**src/rtl/disp_pkg.sv**
```systemverilog
// ============================================================================
// Module      : disp_pkg
// Description : Shared constants, types and helpers for the display multiplexer.
// Revision    : 1.0 - initial release
// ============================================================================
`default_nettype none

package disp_pkg;

    localparam int NUM_DIGITS = 6;

    typedef logic [2:0] digit_idx_t;

    localparam logic [6:0] SEG_BLANK = 7'h7F;
    localparam logic [6:0] SEG_DASH  = 7'h3F;

    // Active-low {g,f,e,d,c,b,a}; element 0 is the pattern for digit 0.
    localparam logic [9:0][6:0] SEG_DIGITS = {
        7'h10, 7'h00, 7'h78, 7'h02, 7'h12,
        7'h19, 7'h30, 7'h24, 7'h79, 7'h40
    };

    // Largest legal value for the digit shown in a given scan slot.
    function automatic logic [3:0] digit_max(input digit_idx_t idx);
        case (idx)
            3'd1, 3'd3: return 4'd5;
            3'd5:       return 4'd2;
            default:    return 4'd9;
        endcase
    endfunction

endpackage

`default_nettype wire

```
**src/rtl/disp_mux_if.sv**
```systemverilog
// ============================================================================
// Module      : disp_mux_if
// Description : Digit inputs, control strobes and display drive of disp_mux.
// Revision    : 1.0 - initial release
// ============================================================================
`default_nettype none

interface disp_mux_if;

    logic [3:0] disp_seg_lsd;
    logic [2:0] disp_seg_msd;
    logic [3:0] disp_min_lsd;
    logic [2:0] disp_min_msd;
    logic [3:0] disp_hor_lsd;
    logic [1:0] disp_hor_msd;
    logic       disp_tick_1hz;
    logic       disp_lzb;
    logic       disp_blank;
    logic [5:0] disp_an;
    logic [6:0] disp_seg;
    logic       disp_dp;

    modport master (
        output disp_seg_lsd, disp_seg_msd, disp_min_lsd, disp_min_msd,
               disp_hor_lsd, disp_hor_msd, disp_tick_1hz, disp_lzb, disp_blank,
        input  disp_an, disp_seg, disp_dp
    );

    modport slave (
        input  disp_seg_lsd, disp_seg_msd, disp_min_lsd, disp_min_msd,
               disp_hor_lsd, disp_hor_msd, disp_tick_1hz, disp_lzb, disp_blank,
        output disp_an, disp_seg, disp_dp
    );

endinterface

`default_nettype wire

```
**src/rtl/disp_mux_bcd_7seg.sv**
```systemverilog
// ============================================================================
// Module      : bcd_7seg
// Description : BCD digit to active-low seven-segment pattern, dash if invalid.
// Revision    : 1.0 - initial release
// ============================================================================
`default_nettype none

module bcd_7seg
    import disp_pkg::*;
(
    input  wire logic [3:0] i_digit,
    input  wire logic [3:0] i_max,
    output logic      [6:0] o_seg
);

    // i_max never exceeds 9, so a passing digit always indexes the table.
    always_comb begin
        o_seg = SEG_DASH;
        if (i_digit <= i_max) begin
            o_seg = SEG_DIGITS[i_digit];
        end
    end

endmodule

`default_nettype wire

```
**src/rtl/disp_mux.sv**
```systemverilog
// ============================================================================
// Module      : disp_mux
// Description : Six-digit multiplexed seven-segment driver with frame snapshot.
// Revision    : 1.0 - initial release
// ============================================================================
`default_nettype none

module disp_mux
    import disp_pkg::*;
#(
    parameter int SCAN_DIV   = 50000,
    parameter int GAP_CYCLES = 500
) (
    input  wire logic disp_clock,
    input  wire logic disp_reset,
    disp_mux_if.slave bus
);

    localparam int               CNT_W      = $clog2(SCAN_DIV);
    localparam logic [CNT_W-1:0] c_cnt_last = CNT_W'(SCAN_DIV - 1);
    localparam logic [CNT_W-1:0] c_cnt_gap  = CNT_W'(GAP_CYCLES);
    localparam digit_idx_t       c_idx_last = digit_idx_t'(NUM_DIGITS - 1);

    logic [CNT_W-1:0]               cnt_q, cnt_d;
    digit_idx_t                     idx_q, idx_d;
    logic                           colon_q, colon_d;
    logic [NUM_DIGITS-1:0][3:0]     snap_q, snap_d;
    logic [5:0]                     an_q, an_d;
    logic [6:0]                     seg_q, seg_d;
    logic                           dp_q, dp_d;

    logic [NUM_DIGITS-1:0][3:0]     w_digits;
    logic [3:0]                     w_digit;
    logic [3:0]                     w_max;
    logic [6:0]                     w_dec_seg;
    logic                           w_lit;
    logic                           w_lz_blank;

    // Slot order: element 0 is seconds units, element 5 is hours tens.
    assign w_digits = {
        2'b00, bus.disp_hor_msd, bus.disp_hor_lsd,
        1'b0,  bus.disp_min_msd, bus.disp_min_lsd,
        1'b0,  bus.disp_seg_msd, bus.disp_seg_lsd
    };

    // ------------------------------------------------------------------
    // State register
    // ------------------------------------------------------------------
    always_ff @(posedge disp_clock) begin
        if (disp_reset) begin
            cnt_q   <= '0;
            idx_q   <= '0;
            colon_q <= 1'b0;
            snap_q  <= '0;
            an_q    <= 6'h3F;
            seg_q   <= SEG_BLANK;
            dp_q    <= 1'b1;
        end else begin
            cnt_q   <= cnt_d;
            idx_q   <= idx_d;
            colon_q <= colon_d;
            snap_q  <= snap_d;
            an_q    <= an_d;
            seg_q   <= seg_d;
            dp_q    <= dp_d;
        end
    end

    // ------------------------------------------------------------------
    // Next-state logic: slot counter, digit index, frame snapshot, colon
    // ------------------------------------------------------------------
    always_comb begin
        cnt_d   = cnt_q + CNT_W'(1);
        idx_d   = idx_q;
        snap_d  = snap_q;
        colon_d = colon_q ^ bus.disp_tick_1hz;
        if (cnt_q == c_cnt_last) begin
            cnt_d = '0;
            if (idx_q == c_idx_last) begin
                idx_d  = '0;
                // Capturing all digits at once keeps a frame free of tearing.
                snap_d = w_digits;
            end else begin
                idx_d = idx_q + digit_idx_t'(1);
            end
        end
    end

    // ------------------------------------------------------------------
    // Output logic for the current slot
    // ------------------------------------------------------------------
    assign w_digit    = snap_q[idx_q];
    assign w_max      = digit_max(idx_q);
    assign w_lit      = (cnt_q >= c_cnt_gap) && !bus.disp_blank;
    assign w_lz_blank = bus.disp_lzb && (idx_q == c_idx_last) && (w_digit == 4'd0);

    bcd_7seg u_bcd_7seg (
        .i_digit (w_digit),
        .i_max   (w_max),
        .o_seg   (w_dec_seg)
    );

    // Leading-zero blanking clears segments but keeps the anode on.
    always_comb begin
        an_d  = 6'h3F;
        seg_d = SEG_BLANK;
        dp_d  = 1'b1;
        if (w_lit) begin
            an_d  = ~(6'b00_0001 << idx_q);
            seg_d = w_lz_blank ? SEG_BLANK : w_dec_seg;
            dp_d  = ~(colon_q && ((idx_q == 3'd2) || (idx_q == 3'd4)));
        end
    end

    assign bus.disp_an  = an_q;
    assign bus.disp_seg = seg_q;
    assign bus.disp_dp  = dp_q;

endmodule

`default_nettype wire

```
**src/flat_wrapper.sv**
```systemverilog
// flat-port wrapper written by rule: the top's interface ports become plain ports
module disp_mux_flat import disp_pkg::*;
#(
    parameter int SCAN_DIV   = 50000,
    parameter int GAP_CYCLES = 500
)
  (disp_clock, disp_reset, bus_disp_seg_lsd, bus_disp_seg_msd, bus_disp_min_lsd, bus_disp_min_msd, bus_disp_hor_lsd, bus_disp_hor_msd, bus_disp_tick_1hz, bus_disp_lzb, bus_disp_blank, bus_disp_an, bus_disp_seg, bus_disp_dp);
  disp_mux_if bus_i ();
  input  wire logic disp_clock;
  input  wire logic disp_reset;
  input wire logic [$bits(bus_i.disp_seg_lsd)-1:0] bus_disp_seg_lsd;
  input wire logic [$bits(bus_i.disp_seg_msd)-1:0] bus_disp_seg_msd;
  input wire logic [$bits(bus_i.disp_min_lsd)-1:0] bus_disp_min_lsd;
  input wire logic [$bits(bus_i.disp_min_msd)-1:0] bus_disp_min_msd;
  input wire logic [$bits(bus_i.disp_hor_lsd)-1:0] bus_disp_hor_lsd;
  input wire logic [$bits(bus_i.disp_hor_msd)-1:0] bus_disp_hor_msd;
  input wire logic [$bits(bus_i.disp_tick_1hz)-1:0] bus_disp_tick_1hz;
  input wire logic [$bits(bus_i.disp_lzb)-1:0] bus_disp_lzb;
  input wire logic [$bits(bus_i.disp_blank)-1:0] bus_disp_blank;
  output wire logic [$bits(bus_i.disp_an)-1:0] bus_disp_an;
  output wire logic [$bits(bus_i.disp_seg)-1:0] bus_disp_seg;
  output wire logic [$bits(bus_i.disp_dp)-1:0] bus_disp_dp;
  assign bus_i.disp_seg_lsd = bus_disp_seg_lsd;
  assign bus_i.disp_seg_msd = bus_disp_seg_msd;
  assign bus_i.disp_min_lsd = bus_disp_min_lsd;
  assign bus_i.disp_min_msd = bus_disp_min_msd;
  assign bus_i.disp_hor_lsd = bus_disp_hor_lsd;
  assign bus_i.disp_hor_msd = bus_disp_hor_msd;
  assign bus_i.disp_tick_1hz = bus_disp_tick_1hz;
  assign bus_i.disp_lzb = bus_disp_lzb;
  assign bus_i.disp_blank = bus_disp_blank;
  assign bus_disp_an = bus_i.disp_an;
  assign bus_disp_seg = bus_i.disp_seg;
  assign bus_disp_dp = bus_i.disp_dp;
  disp_mux #(.SCAN_DIV(SCAN_DIV), .GAP_CYCLES(GAP_CYCLES)) u_core (.disp_clock(disp_clock), .disp_reset(disp_reset), .bus(bus_i));
endmodule
```
**config.mk**
```make
export PLATFORM = sky130hd
export DESIGN_NAME = disp_mux_flat
export DESIGN_NICKNAME = d
export VERILOG_FILES = /design/src/rtl/disp_pkg.sv /design/src/rtl/disp_mux_if.sv /design/src/rtl/disp_mux_bcd_7seg.sv /design/src/rtl/disp_mux.sv /design/src/flat_wrapper.sv
export SDC_FILE = /design/constraint.sdc
export NUM_CORES = 1
export LEC_CHECK = 0
export ABC_AREA = 1
export BUFFER_PORTS_ARGS = -buffer_cell sky130_fd_sc_hd__buf_2
export CAP_MARGIN = 5
export CORE_MARGIN = 4
export CORE_UTILIZATION = 57
export CTS_CLUSTER_DIAMETER = 80
export CTS_CLUSTER_SIZE = 24
export DETAILED_ROUTE_END_ITERATION = 7
export PLACE_DENSITY = 0.87
export RECOVER_POWER = 100
export SYNTH_ARGS = -nofsm -noshare
export SYNTH_HDL_FRONTEND = slang
export SYNTH_HIERARCHICAL = 1
export SYNTH_SLANG_ARGS = --single-unit
```
**constraint.sdc**
```tcl
create_clock -name disp_clock -period 2.5 [get_ports disp_clock]
set_input_delay 0.125 -clock disp_clock [delete_from_list [all_inputs] [get_ports disp_clock]]
set_output_delay 0.125 -clock disp_clock [all_outputs]
set_load 0.02 [all_outputs]
```
* Word level (Yosys, flattened, before mapping)
Memory sizes are Yosys's and may differ from the RTL's.
Cells that the tools add are included.
** Word-level totals
- Word-level logic and storage cells :: 51
- Bits in read-only memories :: 112
- Bits in registers :: 54
- Latch bits :: 0
- Memories :: 1
- Bits in writable memories :: 0
** Memory list
- (no name shown) :: depth 16, bits a word 7, read ports 1, clocked after memory_dff 0, wr ports 0, RTL line disp_mux_bcd_7seg.sv:20 : o_seg = SEG_DIGITS[i_digit];
** Operators by class
- Shift operators :: 1
- Bitwise operators :: 5
- Equal/unequal tests :: 6
- Mux-type cells :: 6
- Multipliers :: 0
- Add/subtract/negate cells :: 2
- Reductions and logical operators :: 13
- Div/mod/pow operators :: 0
- Magnitude comparators :: 4
** Operator list (count)
- adder 16 x 1 -> 16 bit (second input constant) :: 1
- equality test 16 bit (second input constant) :: 1
- >= comparator 16 x 9 -> 1 bit (second input constant) :: 1
- 2-to-1 mux 7 bit :: 2
- binary-select mux 4 bit (select 3 bit) :: 1
- one-hot mux 4 bit (2 select lines) :: 1
- equality test 3 x 2 -> 1 bit (second input constant) :: 2
- equality test 3 bit (second input constant) :: 2
- NOT 6 bit :: 1
- OR reduction 2 bit :: 3
- left shift 1 x 3 -> 6 bit (first input constant) :: 1
- less-than comparator 4 x 5 -> 1 bit (second input constant) :: 1
- <= comparator 4 bit :: 1
- logical AND 1 bit :: 4
- logical NOT 4 bit :: 1
- less-than comparator 3 x 4 -> 1 bit (second input constant) :: 1
- 2-to-1 mux 4 bit :: 1
- OR reduction 4 bit :: 1
- adder 3 x 1 -> 3 bit (second input constant) :: 1
- equality test 3 x 1 -> 1 bit (second input constant) :: 1
- 2-to-1 mux 3 bit :: 1
- NOT 1 bit :: 3
- OR reduction 3 bit :: 1
- AND reduction 2 bit :: 1
- 3 further kinds :: 3

* Depth between registers and ports, before layout
- Word-level depth :: 6
- Depth in mapped cells :: 19
- Mapped depth without buffers :: 18

* Hierarchy
The synthesis kept the hierarchy.
** Modules (own cells, without submodules)
- disp_mux :: cells each 330, area each 2447.3 sq um, instances 1
- bcd_7seg :: cells each 50, area each 280.3 sq um, instances 1

* Worst setup path before layout
Ideal clock, no wire load.
- Path kind :: register to register
- From :: register u_core.idx_q[0]
- To :: register u_core.seg_q[0], in the netlist u_core/bus.disp_seg[0]
- Clock period less this slack :: 1.968 ns
- Path buffers :: 1
- Slack :: 0.532 ns
- Cell stages (with the launch flop) :: 17
- Arrival :: 1.844 ns
- Path through :: dfxtp_1 > buf_2 > inv_2 > nand2_1 > inv_1 > a22oi_1 > nand2_1 > a22o_1 > ha_1 > nand2_1 > inv_1 > nand2_1 > nand2_1 > nand2_1 > nand2_1 > inv_1 > nand3_1
** Between the ends
- Elaborated cells between the ends (all ways) :: 15
- Classes of those cells :: order compare: 1; eq/ne: 3; mux: 4; bitwise: 1; reduce/logical: 5; memory: 1
** RTL lines
- from (decl) :: RTL line disp_mux.sv:25 : digit_idx_t idx_q, idx_d;
- from (signal assigned) :: RTL line disp_mux.sv:60 : idx_q <= idx_d;
- binary-select mux 4 bit (select 3 bit) (*) :: RTL line disp_mux.sv:92 : assign w_digit = snap_q[idx_q];
- 2-to-1 mux 4 bit (not written as such) (*) :: RTL line disp_mux.sv:92
- net u_core.w_digit[2] :: RTL line disp_mux.sv:33 : logic [3:0] w_digit;
- <= comparator 4 bit or logical NOT 4 bit (tied branches) :: RTL line disp_mux_bcd_7seg.sv:19, disp_mux.sv:95
- NOT 1 bit (no line) or logical AND 1 bit (tied branches)
- OR reduction 4 bit (no line)
- to (signal assigned) :: RTL line disp_mux.sv:64 : seg_q <= seg_d;
- to (decl) :: RTL line disp_mux.sv:29 : logic [6:0] seg_q, seg_d;
The timed path passes the listed nets; every way through them passes the cells marked *. The select of a mux whose other input is x is not followed.
A chain may end at the register's enable or synchronous reset.

* Worst setup path in the final report
- From :: register u_core.idx_q[1]
- To :: register u_core.seg_q[5], in the netlist u_core/bus.disp_seg[5]
The elaborated chain is that of the path after synthesis.

==> metrics <==
Period minus WS final 2210 ps; initial core utilization 60.6%; Root Driver clkbuf_8; power density over the cells 459 nW/um^2; Reg area 1080 sq um; DPL Wire Length 4270 um; final RePlAce weighted congestion 0.931; vias per cell 5.22; Post-CTS Hold Buffers 0; HP Class input pin to flip-flop; Setup Skew 13.7 ps; # fillers 416; CP startpoint kind flip-flop; Die X-Extent 77.2 um; # DRC 0; P_int 1.07 mW; clk sink count 54; Worst Setup Path Type flip-flop to flip-flop; layout cells sized above 1 12.3%; Final Setup Violations 0; sequential share of power 63.9%; CTS Buffer Depth 2; worst path required time 2650 ps; first drt pass iteration count 4; Slew Viols, Final 0; initial antenna violation count 0; clock latency on the worst-skew pair 300 ps; Worst Setup EP u_core/bus.disp_seg[5]$_SDFF_PP1_; Worst EP arrival 2360 ps; CTS buffer count 5; setup tns final 0 ps; Post-CTS Setup Inserts 0; R2R setup slack 290 ps; syn_nets 417; final wirelength 5550 um; total global-route track usage 19.6%; YS warnings 6; # H-tree levels 2; sw power 287 uW; CP startpoint u_core/idx_q[1]$_SDFFE_PP0N_; Max-slew headroom 40.3%; core area 4500 sq um; Final period util 88.4%; P&R area growth vs syn 8.53%; Post-Layout Cell Count 468; Die H 77.2 um; routed len/inst 11.9 um; Worst VDD drop 0.000372 V; CTS tree yes; final core occ 65.7%; placed insts 461; reg2reg end u_core/bus.disp_seg[5]$_SDFF_PP1_; largest net degree at the start of global routing 25; Seq/Total Area, Yosys 39.6%; Yosys reg bits 54; Clk pwr share 33.0%; slew at the pin closest to its max-slew limit 895 ps; final antenna-violating net count 0; die area 5960 sq um; critical path endpoint category flip-flop; f_max 0.453 GHz; library cells used by synthesis 33; clk slew on worst S/H paths 90 ps; Worst Path Max Fanout 7; most frequent cells in the layout 104 x nand2_1, 53 x dfxtp_1, 45 x inv_1; FF-to-FF path depth 16; area of the multi-input gates 1350 sq um; Comb power frac 3.1%; Final nets 453; cell count after synthesis 380; Static Leakage 1.24 nW; RSZ-0062 raised after global routing no; outcome completed; Max Cap Viol 0; vias 2441; final hold violations 0; Net Sw Frac 21.1%; diode count 0; DRT iter0 DRCs 157; post-CTS sizing 0; Congestion Overflow GR 0; I/O Buffers 38; reg2reg start u_core/idx_q[1]$_SDFFE_PP0N_; global-route wire length before repair 9830 um; vias in the first global route 2335; Mapped Area 2730 sq um; syn avg cell area 7.18 sq um; IO Pins 39; Cell Rows 24; commonest non-fill, non-tap cell in the layout nand2_1
-- flip-flops by register name, indices dropped and copies added (netlist names) --
| name | flops |
|---|---|
| u_core/bus.disp_an | 6 |
| u_core/bus.disp_dp | 1 |
| u_core/cnt_q | 16 |
| u_core/snap_q | 20 |
| u_core/bus.disp_seg | 7 |
| u_core/idx_q | 3 |
| u_core/colon_q | 1 |
-- worst min-delay path by stage --
stage / start / end / slack, ps / depth (start not counted)
floorplan: disp_reset / u_core/snap_q[16]$_SDFFE_PP0P_ / 190 / 1
global placement: bus_disp_tick_1hz / u_core/colon_q$_SDFF_PP0_ / 400 / 3
detailed placement: bus_disp_tick_1hz / u_core/colon_q$_SDFF_PP0_ / 400 / 3
CTS: bus_disp_seg_msd[0] / u_core/snap_q[4]$_SDFFE_PP0P_ / 90 / 3
global route: bus_disp_hor_lsd[2] / u_core/snap_q[18]$_SDFFE_PP0P_ / 90 / 3
finish: bus_disp_seg_msd[0] / u_core/snap_q[4]$_SDFFE_PP0P_ / 100 / 3
-- per-layer routing --
| layer | part of all wire, % | vias to the layer above | wire length (um) | global-route usage [%] |
|---|---|---|---|---|
| li1 | - | 1299 | - | - |
| met1 | 47 | 1081 | 2640 | 25.2 |
| met2 | 46 | 56 | 2580 | 33.1 |
| met3 | 5.5 | 5 | 304 | 4.10 |
| met4 | 0.63 | 0 | 35 | 5.69 |
| met5 | 0 | - | 0 | 0 |
-- critical path, stage by stage, from the launching register on --
cell	delay [ps]
dfxtp_1	470
inv_2	100
nand2_1	90
nor2_2	60
nand2_1	60
nand2_1	40
a21oi_1	190
inv_1	150
ha_1	330
nand2_1	70
nand2_1	50
nand2_1	50
nand2_1	60
nand2_1	150
nand2_1	70
inv_1	50
nand3_1	70
-- cells in the mapped netlist --
| master | number | area [sq um] |
|---|---|---|
| mux2i_1 | 1 | 10.0 |
| inv_2 | 6 | 22.5 |
| dfxtp_1 | 54 | 1080 |
| or2_1 | 1 | 6.26 |
| buf_2 | 6 | 30.0 |
| nand2_1 | 103 | 387 |
| nor2_2 | 2 | 12.5 |
| nor3_2 | 1 | 10.0 |
| nor2_1 | 29 | 109 |
| inv_1 | 44 | 165 |
| o211ai_1 | 2 | 15.0 |
| clkbuf_1 | 2 | 7.51 |
| a22o_1 | 1 | 8.76 |
| xor2_1 | 2 | 17.5 |
| buf_6 | 3 | 33.8 |
| nor3_1 | 2 | 10.0 |
| o21ai_0 | 5 | 25.0 |
| nor2_4 | 2 | 22.5 |
| xnor2_1 | 2 | 17.5 |
| a22oi_1 | 2 | 15.0 |
| nand3_1 | 25 | 125 |
| a21oi_4 | 1 | 16.3 |
| ha_1 | 12 | 150 |
| nand4_1 | 25 | 156 |
| a21oi_1 | 32 | 160 |
| o21ai_1 | 2 | 10.0 |
| nor2_8 | 1 | 20.0 |
| nand3_2 | 1 | 10.0 |
| nand2_2 | 3 | 18.8 |
| and3_1 | 1 | 6.26 |
| nor3b_1 | 2 | 15.0 |
| or2_2 | 3 | 18.8 |
| buf_4 | 2 | 15.0 |
-- power by group through the flow --
stage                     sequential, mW  combinational, mW  clock, mW
final                              0.870             0.0418      0.449
after global routing               0.871             0.0484      0.494
after floorplan                    0.889             0.0203          0
after global placement             0.890             0.0413          0
after detailed placement           0.890             0.0425          0
after CTS                          0.870             0.0426      0.463
-- cell families after synthesis --
kind of cell,Yosys count,synth area share (%)
multiplexers,1,0.367
AO/OA/AOI/OAI,45,9.17
XOR/XNOR,4,1.28
adder cells (fa/ha/maj),12,5.50
AND/OR/NAND/NOR,201,34.0
buffers and inverters,63,10.0
flip-flops,54,39.6
-- cell type report --
| type | instances | share of cell area (%) |
|---|---|---|
| Inverter | 50 | 6.34 |
| Tap cell | 52 | 2.20 |
| Timing Repair Buffer | 42 | 6.76 |
| Clock inverter | 2 | 0.338 |
| Sequential cell | 54 | 36.6 |
| Multi-Input combinational cell | 263 | 45.5 |
| Clock buffer | 5 | 2.32 |
-- stage by stage --
step | worst slack [ps] | power (mW) | hold slack [ps] | cell area, sq um
6_report | 291 | 1.36 | 97.1 | 2960
5_1_grt | 53.4 | 1.41 | 93.7 | 2960
4_1_cts | 260 | 1.38 | 89.8 | 3010
3_5_place_dp | 292 | 0.932 | 401 | 2930
3_3_place_gp | 338 | 0.931 | 397 | 2930
2_1_floorplan | 532 | 0.909 | 194 | 2730
(Power assumes the default switching activity.)
